<file path="src/rtl/i2s_tdm_clock_gen.sv">
// Master-mode I2S / left-justified / TDM bit and frame clock generator with slot/bit position and SCK edge strobes.
// Optional I2S_CLKGEN_FRAME_CNT_EN adds a 16-bit frames-started counter on frame_cnt_o.
module i2s_tdm_clock_gen #(
  parameter int DIV_W     = 8,
  parameter int SLOT_BITS = 32,
  parameter int NUM_SLOTS = 2,
  parameter int WS_MODE   = 0,
  parameter int WS_DELAY1 = 1,
  parameter int WS_POL    = 0,
  localparam int SLOT_W   = (NUM_SLOTS > 1) ? $clog2(NUM_SLOTS) : 1,
  localparam int BIT_W    = $clog2(SLOT_BITS)
) (
  input  logic              clk_i,
  input  logic              rst_ni,
  input  logic              enable_i,
  input  logic [DIV_W-1:0]  div_i,
  output logic              sck_o,
  output logic              ws_o,
  output logic              sck_rise_o,
  output logic              sck_fall_o,
  output logic              frame_start_o,
  output logic [SLOT_W-1:0] slot_idx_o,
  output logic [BIT_W-1:0]  bit_idx_o,
  output logic              busy_o
`ifdef I2S_CLKGEN_FRAME_CNT_EN
  ,
  output logic [15:0]       frame_cnt_o
`endif
);

  localparam int FRAME = NUM_SLOTS * SLOT_BITS;
  localparam int P_W   = $clog2(FRAME) + 1;

  typedef enum logic [1:0] {IDLE, RUN, STOPPING} state_t;

  state_t             state_q, state_d;
  logic [DIV_W-1:0]   cnt_q, cnt_d, d_q, d_d;
  logic               sck_q, sck_d, ws_q, ws_d;
  logic               rise_q, rise_d, fall_q, fall_d, fs_q, fs_d;
  logic [SLOT_W-1:0]  slot_q, slot_d;
  logic [BIT_W-1:0]   bit_q, bit_d;
  logic [DIV_W-1:0]   d_clamp, hi_len, lo_len;
  logic               wrap;
  logic [P_W-1:0]     p_next;

  function automatic logic ws_of(input logic [P_W-1:0] p);
    logic [P_W-1:0] q;
    q = p + P_W'(WS_DELAY1);
    if (q >= P_W'(FRAME)) q = q - P_W'(FRAME);
    if (WS_MODE == 0) ws_of = (q < P_W'(FRAME / 2)) ? 1'(WS_POL) : ~1'(WS_POL);
    else              ws_of = (q == '0) ? ~1'(WS_POL) : 1'(WS_POL);
  endfunction

  assign d_clamp = (div_i < DIV_W'(2)) ? DIV_W'(2) : div_i;
  assign hi_len  = d_q >> 1;
  assign lo_len  = d_q - hi_len;

  always_comb begin
    state_d = state_q;
    cnt_d   = cnt_q;
    d_d     = d_q;
    sck_d   = sck_q;
    ws_d    = ws_q;
    slot_d  = slot_q;
    bit_d   = bit_q;
    rise_d  = 1'b0;
    fall_d  = 1'b0;
    fs_d    = 1'b0;
    wrap    = 1'b0;
    p_next  = '0;
    case (state_q)
      IDLE: begin
        sck_d  = 1'b0;
        ws_d   = 1'(WS_POL);
        cnt_d  = '0;
        slot_d = '0;
        bit_d  = '0;
        if (enable_i) begin
          state_d = RUN;
          d_d     = d_clamp;
          ws_d    = ws_of('0);
          fs_d    = 1'b1;
          fall_d  = 1'b1;
        end
      end
      default: begin
        if (state_q == RUN && !enable_i)      state_d = STOPPING;
        if (state_q == STOPPING && enable_i)  state_d = RUN;
        if (!sck_q) begin
          if (cnt_q == lo_len - DIV_W'(1)) begin
            sck_d  = 1'b1;
            cnt_d  = '0;
            rise_d = 1'b1;
          end else begin
            cnt_d = cnt_q + DIV_W'(1);
          end
        end else if (cnt_q == hi_len - DIV_W'(1)) begin
          sck_d  = 1'b0;
          cnt_d  = '0;
          fall_d = 1'b1;
          if (bit_q == BIT_W'(SLOT_BITS - 1)) begin
            bit_d = '0;
            if (slot_q == SLOT_W'(NUM_SLOTS - 1)) begin
              slot_d = '0;
              wrap   = 1'b1;
            end else begin
              slot_d = slot_q + SLOT_W'(1);
            end
          end else begin
            bit_d = bit_q + BIT_W'(1);
          end
          p_next = P_W'(slot_d) * P_W'(SLOT_BITS) + P_W'(bit_d);
          ws_d   = ws_of(p_next);
          // Frame boundary: a pending stop ends here, otherwise a new frame begins with a fresh divider.
          if (wrap) begin
            if (state_q == STOPPING && !enable_i) begin
              state_d = IDLE;
              ws_d    = 1'(WS_POL);
            end else begin
              fs_d = 1'b1;
              d_d  = d_clamp;
            end
          end
        end else begin
          cnt_d = cnt_q + DIV_W'(1);
        end
      end
    endcase
  end

  always_ff @(posedge clk_i or negedge rst_ni) begin
    if (!rst_ni) begin
      state_q <= IDLE;
      cnt_q   <= '0;
      d_q     <= '0;
      sck_q   <= 1'b0;
      ws_q    <= 1'(WS_POL);
      rise_q  <= 1'b0;
      fall_q  <= 1'b0;
      fs_q    <= 1'b0;
      slot_q  <= '0;
      bit_q   <= '0;
    end else begin
      state_q <= state_d;
      cnt_q   <= cnt_d;
      d_q     <= d_d;
      sck_q   <= sck_d;
      ws_q    <= ws_d;
      rise_q  <= rise_d;
      fall_q  <= fall_d;
      fs_q    <= fs_d;
      slot_q  <= slot_d;
      bit_q   <= bit_d;
    end
  end

`ifdef I2S_CLKGEN_FRAME_CNT_EN
  logic [15:0] frame_cnt_q;
  always_ff @(posedge clk_i or negedge rst_ni) begin
    if (!rst_ni)   frame_cnt_q <= '0;
    else if (fs_d) frame_cnt_q <= frame_cnt_q + 16'd1;
  end
  assign frame_cnt_o = frame_cnt_q;
`endif

  assign sck_o         = sck_q;
  assign ws_o          = ws_q;
  assign sck_rise_o    = rise_q;
  assign sck_fall_o    = fall_q;
  assign frame_start_o = fs_q;
  assign slot_idx_o    = slot_q;
  assign bit_idx_o     = bit_q;
  assign busy_o        = (state_q != IDLE);

endmodule

</file>
<file path="config.mk">
export PLATFORM = sky130hd
export DESIGN_NAME = i2s_tdm_clock_gen
export DESIGN_NICKNAME = d
export VERILOG_FILES = /design/src/rtl/i2s_tdm_clock_gen.sv
export SDC_FILE = /design/constraint.sdc
export NUM_CORES = 1
export LEC_CHECK = 0
export ABC_AREA = 1
export CORE_MARGIN = 5
export CORE_UTILIZATION = 57
export DETAILED_ROUTE_END_ITERATION = 10
export HOLD_SLACK_MARGIN = 0.08
export PLACE_DENSITY = 0.91
export SLEW_MARGIN = 40
export SYNTH_ARGS = -nofsm -noshare
export SYNTH_HDL_FRONTEND = slang
export SYNTH_SLANG_ARGS = --single-unit
</file>
<file path="constraint.sdc">
create_clock -name clk_i -period 2.4 [get_ports clk_i]
set_input_delay 0.48 -clock clk_i [delete_from_list [all_inputs] [get_ports clk_i]]
set_output_delay 0.48 -clock clk_i [all_outputs]
set_load 0.02 [all_outputs]
</file>
==> results.cfg, run 1 <==
[yosys]
synth_area_um2 = 2268
synth-simple-area-share_pct = 37.18
avgSynthCellArea_um2 = 7.365
synth_edf_count = 0
synth_top_family_by_area = simple AND/OR/NAND/NOR gates
synth_compound_area_share_pct = 3.530
synth.top_cell.area_share_pct = 31.99
synthMuxAreaShare_pct = 0
yosysSeqAreaShare_pct = 31.99
ys_async_sr_fraction_pct = 100.0
synth_adder_area_share_pct = 11.36
synth_fp_nets = 339
yosys.area_share.xor_xnor_pct = 7.336
synth_cell_types = 34
synth_ff_type = dfrtp_1
synth_cells = 308
ys_seq_elements = 29
synth_top_cell_by_area = dfrtp_1
ys_warn_count = 0
synthTopCellsByArea = dfrtp_1, nand2_1, ha_1

[global_routing]
grt_max_degree = 30
grt_pass1_vias = 2055
antenna_found_initial = 0
grt_first_pass_wirelength_um = 9528
grt-ovfl-total = 0
grt_use_total_pct = 23.06

[setup_path]
end_kind = register
path_class = reg -> reg
regToRegSetupSlack_ns = 0.12
start_kind = register
critical_path.top_delay_family = simple AND/OR/NAND/NOR gates
crit_fanout = 8
critPathMaxStageDelay_ns = 0.45
arrival_ns = 2.45
cp_slowest_cell = fa_1
required_ns = 2.57
crit_chain = inv_1 -> ha_1 -> fa_1 -> inv_1 -> nand2_1 -> nand2_1 -> nand2_1 -> nand2_1 -> nand2_1 -> nor2_1 -> nand2_1 -> nor2_1 -> nand3_2 -> nand2_8 -> nor2_2
crit_top_cell = nand2_1
cp_num_buf_inv = 2

[clocking]
cts_inserted_buffers = 5
cts_hold_buf = 0
cts_tree = yes
post_cts_buffers = 0
cts.sinks = 29
h-tree-depth = 2
clk_latency_ns = 0.28
clk_transition_reported_paths_ns = 0.06
cts_max_path_buffers = 2
cts_root_buf = clkbuf_8
ctsResizeCount = 0

[route]
wl_um = 5428
vias = 2107
wl_per_cell_um = 13.88
ant_nets = 0
via_per_inst = 5.389
drtPass1Iterations = 4
drc_errors = 0
drt-initial-drc-count = 168

[final_layout]
finalNonFillerCells = 391
layout_commonest_cell = nand2_1
area_growth_syn_to_layout_pct = 18.53
drive_gt1_share_pct = 11.44
final_cell_area_um2 = 2689
final_core_util_pct = 68.20
final_cell_mix = nand2_1, inv_1, nand3_1
diodes = 0
fin_nets = 371

[power_and_ir_drop]
p_sw_share_pct = 19.47
p_total_mw = 1.048
ir_drop_uv = 451.1
p_comb_share_pct = 3.2
power_density_nw_per_um2 = 389.7
p_int_uw = 843.9
p_leak_nw = 1.351
seq_power_share_pct = 46.7
clockPowerShare_pct = 50.2
net-switching-power_uw = 204.0

[sta]
fin_crit_sh_pct = 95.03
clock.fmax_mhz = 438.4
fin_skew_ns = 0.002402
hold_violations = 0
tightestPinTransition_ns = 0.3736
min_period_ns = 2.281
drv_slew = 0
rsz0062_at_grt = false
holdWs_ns = 0.5009
fin_ws_ns = 0.1192
max_slew_margin_pct = 75.03
setup_viol = 0
tns_ns = 0

[placed_design]
dp.final_hpwl_um = 3854
dp_worst_setup_slack_ns = 0.1811
numPortBuffers = 22
place_congestion = 0.8310
place_inst = 383
placed_area_um2 = 2572

[floorplanning]
die_area_um2 = 5341
rows = 23
initial_core_util_pct = 57.54
ios = 23
core_area_um2 = 3943
chipHeight_um = 73.09
die_w_um = 73.09

[status]
status = completed

[flow_run]
maxCapViolations = 0

[min_path]
hold_path_class = reg -> reg
==> synth_stat cells (2+ instances only) <==
cell type / count
xnor2_1: 9
nor2_2: 9
nand2_1: 91
inv_1: 41
nand4_1: 2
ha_1: 19
nand3b_1: 3
buf_4: 2
a21oi_1: 6
nor2_4: 2
nand3_1: 30
o21ai_0: 6
dfrtp_1: 29
xor2_1: 10
nand2_4: 2
nor2_1: 25
nand2_2: 4
nor3_1: 2
==> routing by layer <==
layer | global-route usage, % | part of all wire (%)
met1 | 28.19 | 42
met2 | 40.42 | 51
met3 | 3.581 | 3.9
met4 | 8.811 | 3.7
met5 | 0 | 0
==> kinds of logic after synthesis <==
family,after synthesis
compound gates,15
xor+xnor,19
fa+ha+maj,20
buf+inv,47
flops,29
simple gates,178
==> power groups by stage <==
stage | Clock [mW] | Sequential, mW | Combinational (mW)
2_1_floorplan | 0 | 0.498 | 0.00287
3_3_place_gp | 0 | 0.498 | 0.0318
3_5_place_dp | 0 | 0.498 | 0.0326
4_1_cts | 0.533 | 0.489 | 0.0335
5_1_grt | 0.566 | 0.488 | 0.0359
6_report | 0.526 | 0.489 | 0.0333
==> worst reg2reg max path: cells and delay by family, from the launching register on <==
kind                     cells  cell delay (ns)
AND/OR/NAND/NOR             11             1.00
buffers and inverters        2             0.14
adder cells (fa/ha/maj)      2             0.65
flip-flops                   1             0.36
==> sequential cells by signal, summed over array words and instances (netlist names) <==
register       flops
bit_idx_o          5
cnt_q              8
d_q                8
frame_start_o      1
sck_fall_o         1
sck_o              1
sck_rise_o         1
slot_idx_o         1
state_q            2
ws_o               1
==> final timing paths <==
path                              from          to  cells past startpoint
worst max-delay path            d_q[1]    cnt_q[0]                     15
worst max register to register  d_q[1]    cnt_q[0]                     15
min in group asynchronous       rst_ni  sck_rise_o                      2
worst min-delay path              ws_o        ws_o                      2
worst min register to register    ws_o        ws_o                      2
max in group asynchronous       rst_ni      d_q[2]                      2
==> cell type report <==
| type | count | area (um2) |
|---|---|---|
| fillers | 278 | 1254 |
| well taps | 50 | 62.56 |
| clock inverters | 1 | 30.03 |
| multi-input cells | 232 | 1348 |
| clock buffers | 7 | 86.33 |
| repair buffers | 29 | 272.8 |
| flip-flops and latches | 29 | 725.7 |
| inverters | 43 | 163.9 |
Power figures use the tool's default switching activity.
==> run 2: changes to the inputs <==
--- a/config.mk
+++ b/config.mk
@@ -6,7 +6,6 @@
 export NUM_CORES = 1
 export LEC_CHECK = 0
 export ABC_AREA = 1
-export CORE_MARGIN = 5
 export CORE_UTILIZATION = 57
 export DETAILED_ROUTE_END_ITERATION = 10
 export HOLD_SLACK_MARGIN = 0.08
==> results.cfg, run 2 (synthesized netlist as in run 1, its figures left out) <==
[setup_path]
end_kind = register
crit_fanout = 8
path_class = reg -> reg
cp_slowest_cell = fa_1
arrival_ns = 2.35
critPathMaxStageDelay_ns = 0.45
required_ns = 2.56
start_kind = register
crit_top_cell = nand2_1
crit_chain = ha_1 -> fa_1 -> inv_1 -> nand2_1 -> nand2_1 -> nand2_1 -> nand2_1 -> nand2_1 -> nor2_1 -> nand2_1 -> nor2_1 -> nand3_2 -> nand2_8 -> nor2_2

[floorplanning]
ios = 23
die_w_um = 65.09
chipHeight_um = 65.09
initial_core_util_pct = 60.59
die_area_um2 = 4236
core_area_um2 = 3744
rows = 22

[final_layout]
final_core_util_pct = 71.76
layout_commonest_cell = nand2_1
diodes = 0
area_growth_syn_to_layout_pct = 18.42
fillers = 299
drive_gt1_share_pct = 11.44
fin_nets = 371
final_cell_area_um2 = 2686
final_cell_mix = nand2_1, inv_1, nand3_1

[clocking]
cts_max_path_buffers = 2
post_cts_buffers = 0
ctsResizeCount = 0
cts_tree = yes
cts.sinks = 29
clk_latency_ns = 0.28
h-tree-depth = 2
cts_root_buf = clkbuf_8
clk_transition_reported_paths_ns = 0.06
cts_inserted_buffers = 5
cts_hold_buf = 0

[global_routing]
grt_use_total_pct = 26.59
grt-ovfl-total = 0
grt_pass1_vias = 1911
antenna_found_initial = 0
grt_first_pass_wirelength_um = 8542
grt_max_degree = 30

[sta]
min_period_ns = 2.188
holdWs_ns = 0.5002
setup_viol = 0
max_slew_margin_pct = 74.04
fin_crit_sh_pct = 91.16
tightestPinTransition_ns = 0.3885
fin_skew_ns = 0.006161
tns_ns = 0
hold_violations = 0
rsz0062_at_grt = false
drv_slew = 0
clock.fmax_mhz = 457.1

[flow_run]
maxCapViolations = 0

[placed_design]
place_congestion = 0.8667
dp.final_hpwl_um = 3844
placed_area_um2 = 2570
numPortBuffers = 22

[route]
vias = 2012
drtPass1Iterations = 4
via_per_inst = 5.172
ant_nets = 0
drc_errors = 0
wl_per_cell_um = 12.68
drt-initial-drc-count = 92
wl_um = 4932

[power_and_ir_drop]
p_leak_nw = 1.351
power_density_nw_per_um2 = 386.1
ir_drop_uv = 464.9

[min_path]
hold_path_class = reg -> reg

[status]
status = completed
run 2: cell counts in the layout (fill, tap and decap cells not counted):
No cell type changed its count.
run 2: metal layers:
metal	part of all wire (%)	GRT usage, %
met5	0	0
met4	2.2	10.33
met3	3.4	4.225
met2	50	45.31
met1	45	33.60
run 2: worst max-delay path, delay by kind of cell (launching register included):
family | cells | cell delay, ns
fa+ha+maj | 2 | 0.68
buf+inv | 1 | 0.09
flops | 1 | 0.38
simple gates | 11 | 0.91
run 2: cell type report:
class                           instances  area [um2]  share of cell area [%]
Multi-Input combinational cell        232        1348                   50.16
Sequential cell                        29       725.7                   27.01
Timing Repair Buffer                   29       272.8                   10.15
Inverter                               43       163.9                   6.102
Clock buffer                            7       86.33                   3.214
Tap cell                               48       60.06                   2.236
Clock inverter                          1       30.03                   1.118
run 2: path summary, 6_finish.rpt:
| check | endpoint | cells after the start | slack, ns | from |
|---|---|---|---|---|
| max | cnt_q[0] | 14 | 0.21 | d_q[0] |
| min | ws_o | 2 | 0.50 | ws_o |
| max reg2reg | cnt_q[0] | 14 | 0.21 | d_q[0] |
| min reg2reg | ws_o | 2 | 0.50 | ws_o |
| max in group asynchronous | slot_idx_o | 2 | 1.57 | rst_ni |
| min in group asynchronous | d_q[2] | 2 | 0.57 | rst_ni |
run 2: stage by stage:
| step | std cells | power (mW) | worst slack (ns) |
|---|---|---|---|
| global route | 389 | 1.069 | 0.02249 |
| global placement | 381 | 0.5294 | 0.3069 |
| detailed placement | 381 | 0.5302 | 0.2411 |
| finish | 389 | 1.037 | 0.2122 |
| floorplan | 308 | 0.5009 | 0.2579 |
| CTS | 389 | 1.041 | 0.2273 |
run 2: power by group:
part / internal [mW] / leakage (nW) / switching (mW)
clock network: 0.338 / 0.0585 / 0.179
logic: 0.0169 / 0.917 / 0.0147
registers: 0.489 / 0.375 / 0
==> run 3: changes to the inputs <==
--- a/config.mk
+++ b/config.mk
@@ -10,6 +10,7 @@
 export DETAILED_ROUTE_END_ITERATION = 10
 export HOLD_SLACK_MARGIN = 0.08
 export PLACE_DENSITY = 0.91
+export REMOVE_ABC_BUFFERS = 1
 export SLEW_MARGIN = 40
 export SYNTH_ARGS = -nofsm -noshare
 export SYNTH_HDL_FRONTEND = slang
==> results.cfg, run 3 (synthesized netlist as in run 1, its figures left out) <==
[sta]
fin_crit_sh_pct = 91.33
min_period_ns = 2.192
tightestPinTransition_ns = 0.3711
drv_slew = 0
rsz0062_at_grt = false
setup_viol = 0
hold_violations = 0
max_slew_margin_pct = 75.20
tns_ns = 0
clock.fmax_mhz = 456.2
fin_skew_ns = 0.009788

[route]
wl_per_cell_um = 12.38
drc_errors = 0
via_per_inst = 5.190
drtPass1Iterations = 4
vias = 2019
ant_nets = 0
wl_um = 4816
drt-initial-drc-count = 80

[placed_design]
dp.final_hpwl_um = 3704
numPortBuffers = 22
placed_area_um2 = 2570
place_congestion = 0.8789

[final_layout]
fin_nets = 371
final_cell_mix = nand2_1, inv_1, nand3_1
drive_gt1_share_pct = 11.73
area_growth_syn_to_layout_pct = 17.04
diodes = 0
final_cell_area_um2 = 2655
layout_commonest_cell = nand2_1

[floorplanning]
die_w_um = 65.09
rows = 22
chipHeight_um = 65.09
ios = 23
initial_core_util_pct = 60.59
core_area_um2 = 3744
die_area_um2 = 4236

[power_and_ir_drop]
p_int_uw = 706.2
p_leak_nw = 1.337
ir_drop_uv = 308.2
power_density_nw_per_um2 = 341.3
p_comb_share_pct = 3.5
clockPowerShare_pct = 42.6
net-switching-power_uw = 199.9
seq_power_share_pct = 54.0
p_sw_share_pct = 22.06

[global_routing]
grt_pass1_vias = 1905
grt_use_total_pct = 25.85
antenna_found_initial = 0
grt_first_pass_wirelength_um = 8259
grt_max_degree = 30
grt-ovfl-total = 0

[min_path]
min_path_cells = 2
hold_path_class = reg -> reg
min_from = ws_o
min_to = ws_o

[setup_path]
path_class = reg -> reg
r2r-end = cnt_q[2]
crit_fanout = 8
arrival_ns = 2.36
r2r-start = d_q[3]
r2r_cells = 13
regToRegSetupSlack_ns = 0.21
start_kind = register
required_ns = 2.57
end_kind = register

[clocking]
cts_root_buf = clkbuf_8
clk_latency_ns = 0.28
clk_transition_reported_paths_ns = 0.07
cts.sinks = 29
cts_hold_buf = 0
ctsResizeCount = 0
post_cts_buffers = 0
cts_max_path_buffers = 2
cts_tree = yes
cts_inserted_buffers = 5
h-tree-depth = 2

[flow_run]
maxCapViolations = 0

[status]
status = completed
-- run 3: cell types whose count changed in the layout (fill, tap and decap cells not counted), sizes merged --
cell / previous run / this run
clkbuf: 7 / 6
bufinv: 1 / 0
clkinv: 0 / 2
-- run 3: cell type report --
type                       instances  area, um2
clock inverter                     2      10.01
multi-input combinational        232       1350
inverter                          43      163.9
clock buffer                       6      72.57
tap                               48      60.06
timing repair buffer              29      272.8
sequential                        29      725.7
fill                             311       1089
-- run 3: how the worst max path moves through the flow --
stage | cells after the start | startpoint | to
floorplan | 12 | d_q[1] | cnt_q[0]
CTS | 11 | d_q[0] | cnt_q[2]
global route | 12 | d_q[1] | cnt_q[5]
global placement | 14 | d_q[0] | cnt_q[0]
finish | 13 | d_q[3] | cnt_q[2]
detailed placement | 11 | d_q[0] | cnt_q[2]
-- run 3: routing by layer --
layer	GRT usage (%)	up-vias	routed length [um]
li1	-	1024	-
met1	32.25	932	2216
met2	42.45	50	2297
met3	4.577	13	149
met4	13.59	0	153
met5	0	-	0
-- run 3: worst max-delay path: stages, from the launching register on --
cell and delay, ns:
dfrtp_1 0.43, inv_1 0.13, ha_1 0.38, inv_2 0.06
a21oi_2 0.11, nand2_1 0.12, nand2_1 0.11, nand2_1 0.05
nand2_1 0.06, nand2_1 0.05, nor2_1 0.22, nand3_2 0.19
nand2_8 0.14, nor2_2 0.04
-- run 3: power groups by stage --
| stage | sequential [mW] | clock [mW] | combinational (mW) |
|---|---|---|---|
| after floorplan | 0.498 | 0 | 0.00287 |
| after global routing | 0.489 | 0.413 | 0.0362 |
| after global placement | 0.498 | 0 | 0.0319 |
| after CTS | 0.489 | 0.392 | 0.0323 |
| after detailed placement | 0.498 | 0 | 0.0323 |
| final | 0.489 | 0.386 | 0.0315 |
-- run 3: through the flow --
step | total power, mW | hold slack [ns] | utilization (%) | cells | worst slack [ns]
2_1_floorplan | 0.5009 | 0.1844 | - | 304 | 0.2579
5_1_grt | 0.9376 | 0.5190 | 70.92 | 389 | 0.01406
3_3_place_gp | 0.5297 | 0.4705 | 68.65 | 381 | 0.3011
4_1_cts | 0.9136 | 0.4909 | 70.86 | 389 | 0.2217
3_5_place_dp | 0.5301 | 0.4650 | 68.65 | 381 | 0.2170
6_report | 0.9061 | 0.4839 | 70.92 | 389 | 0.2081
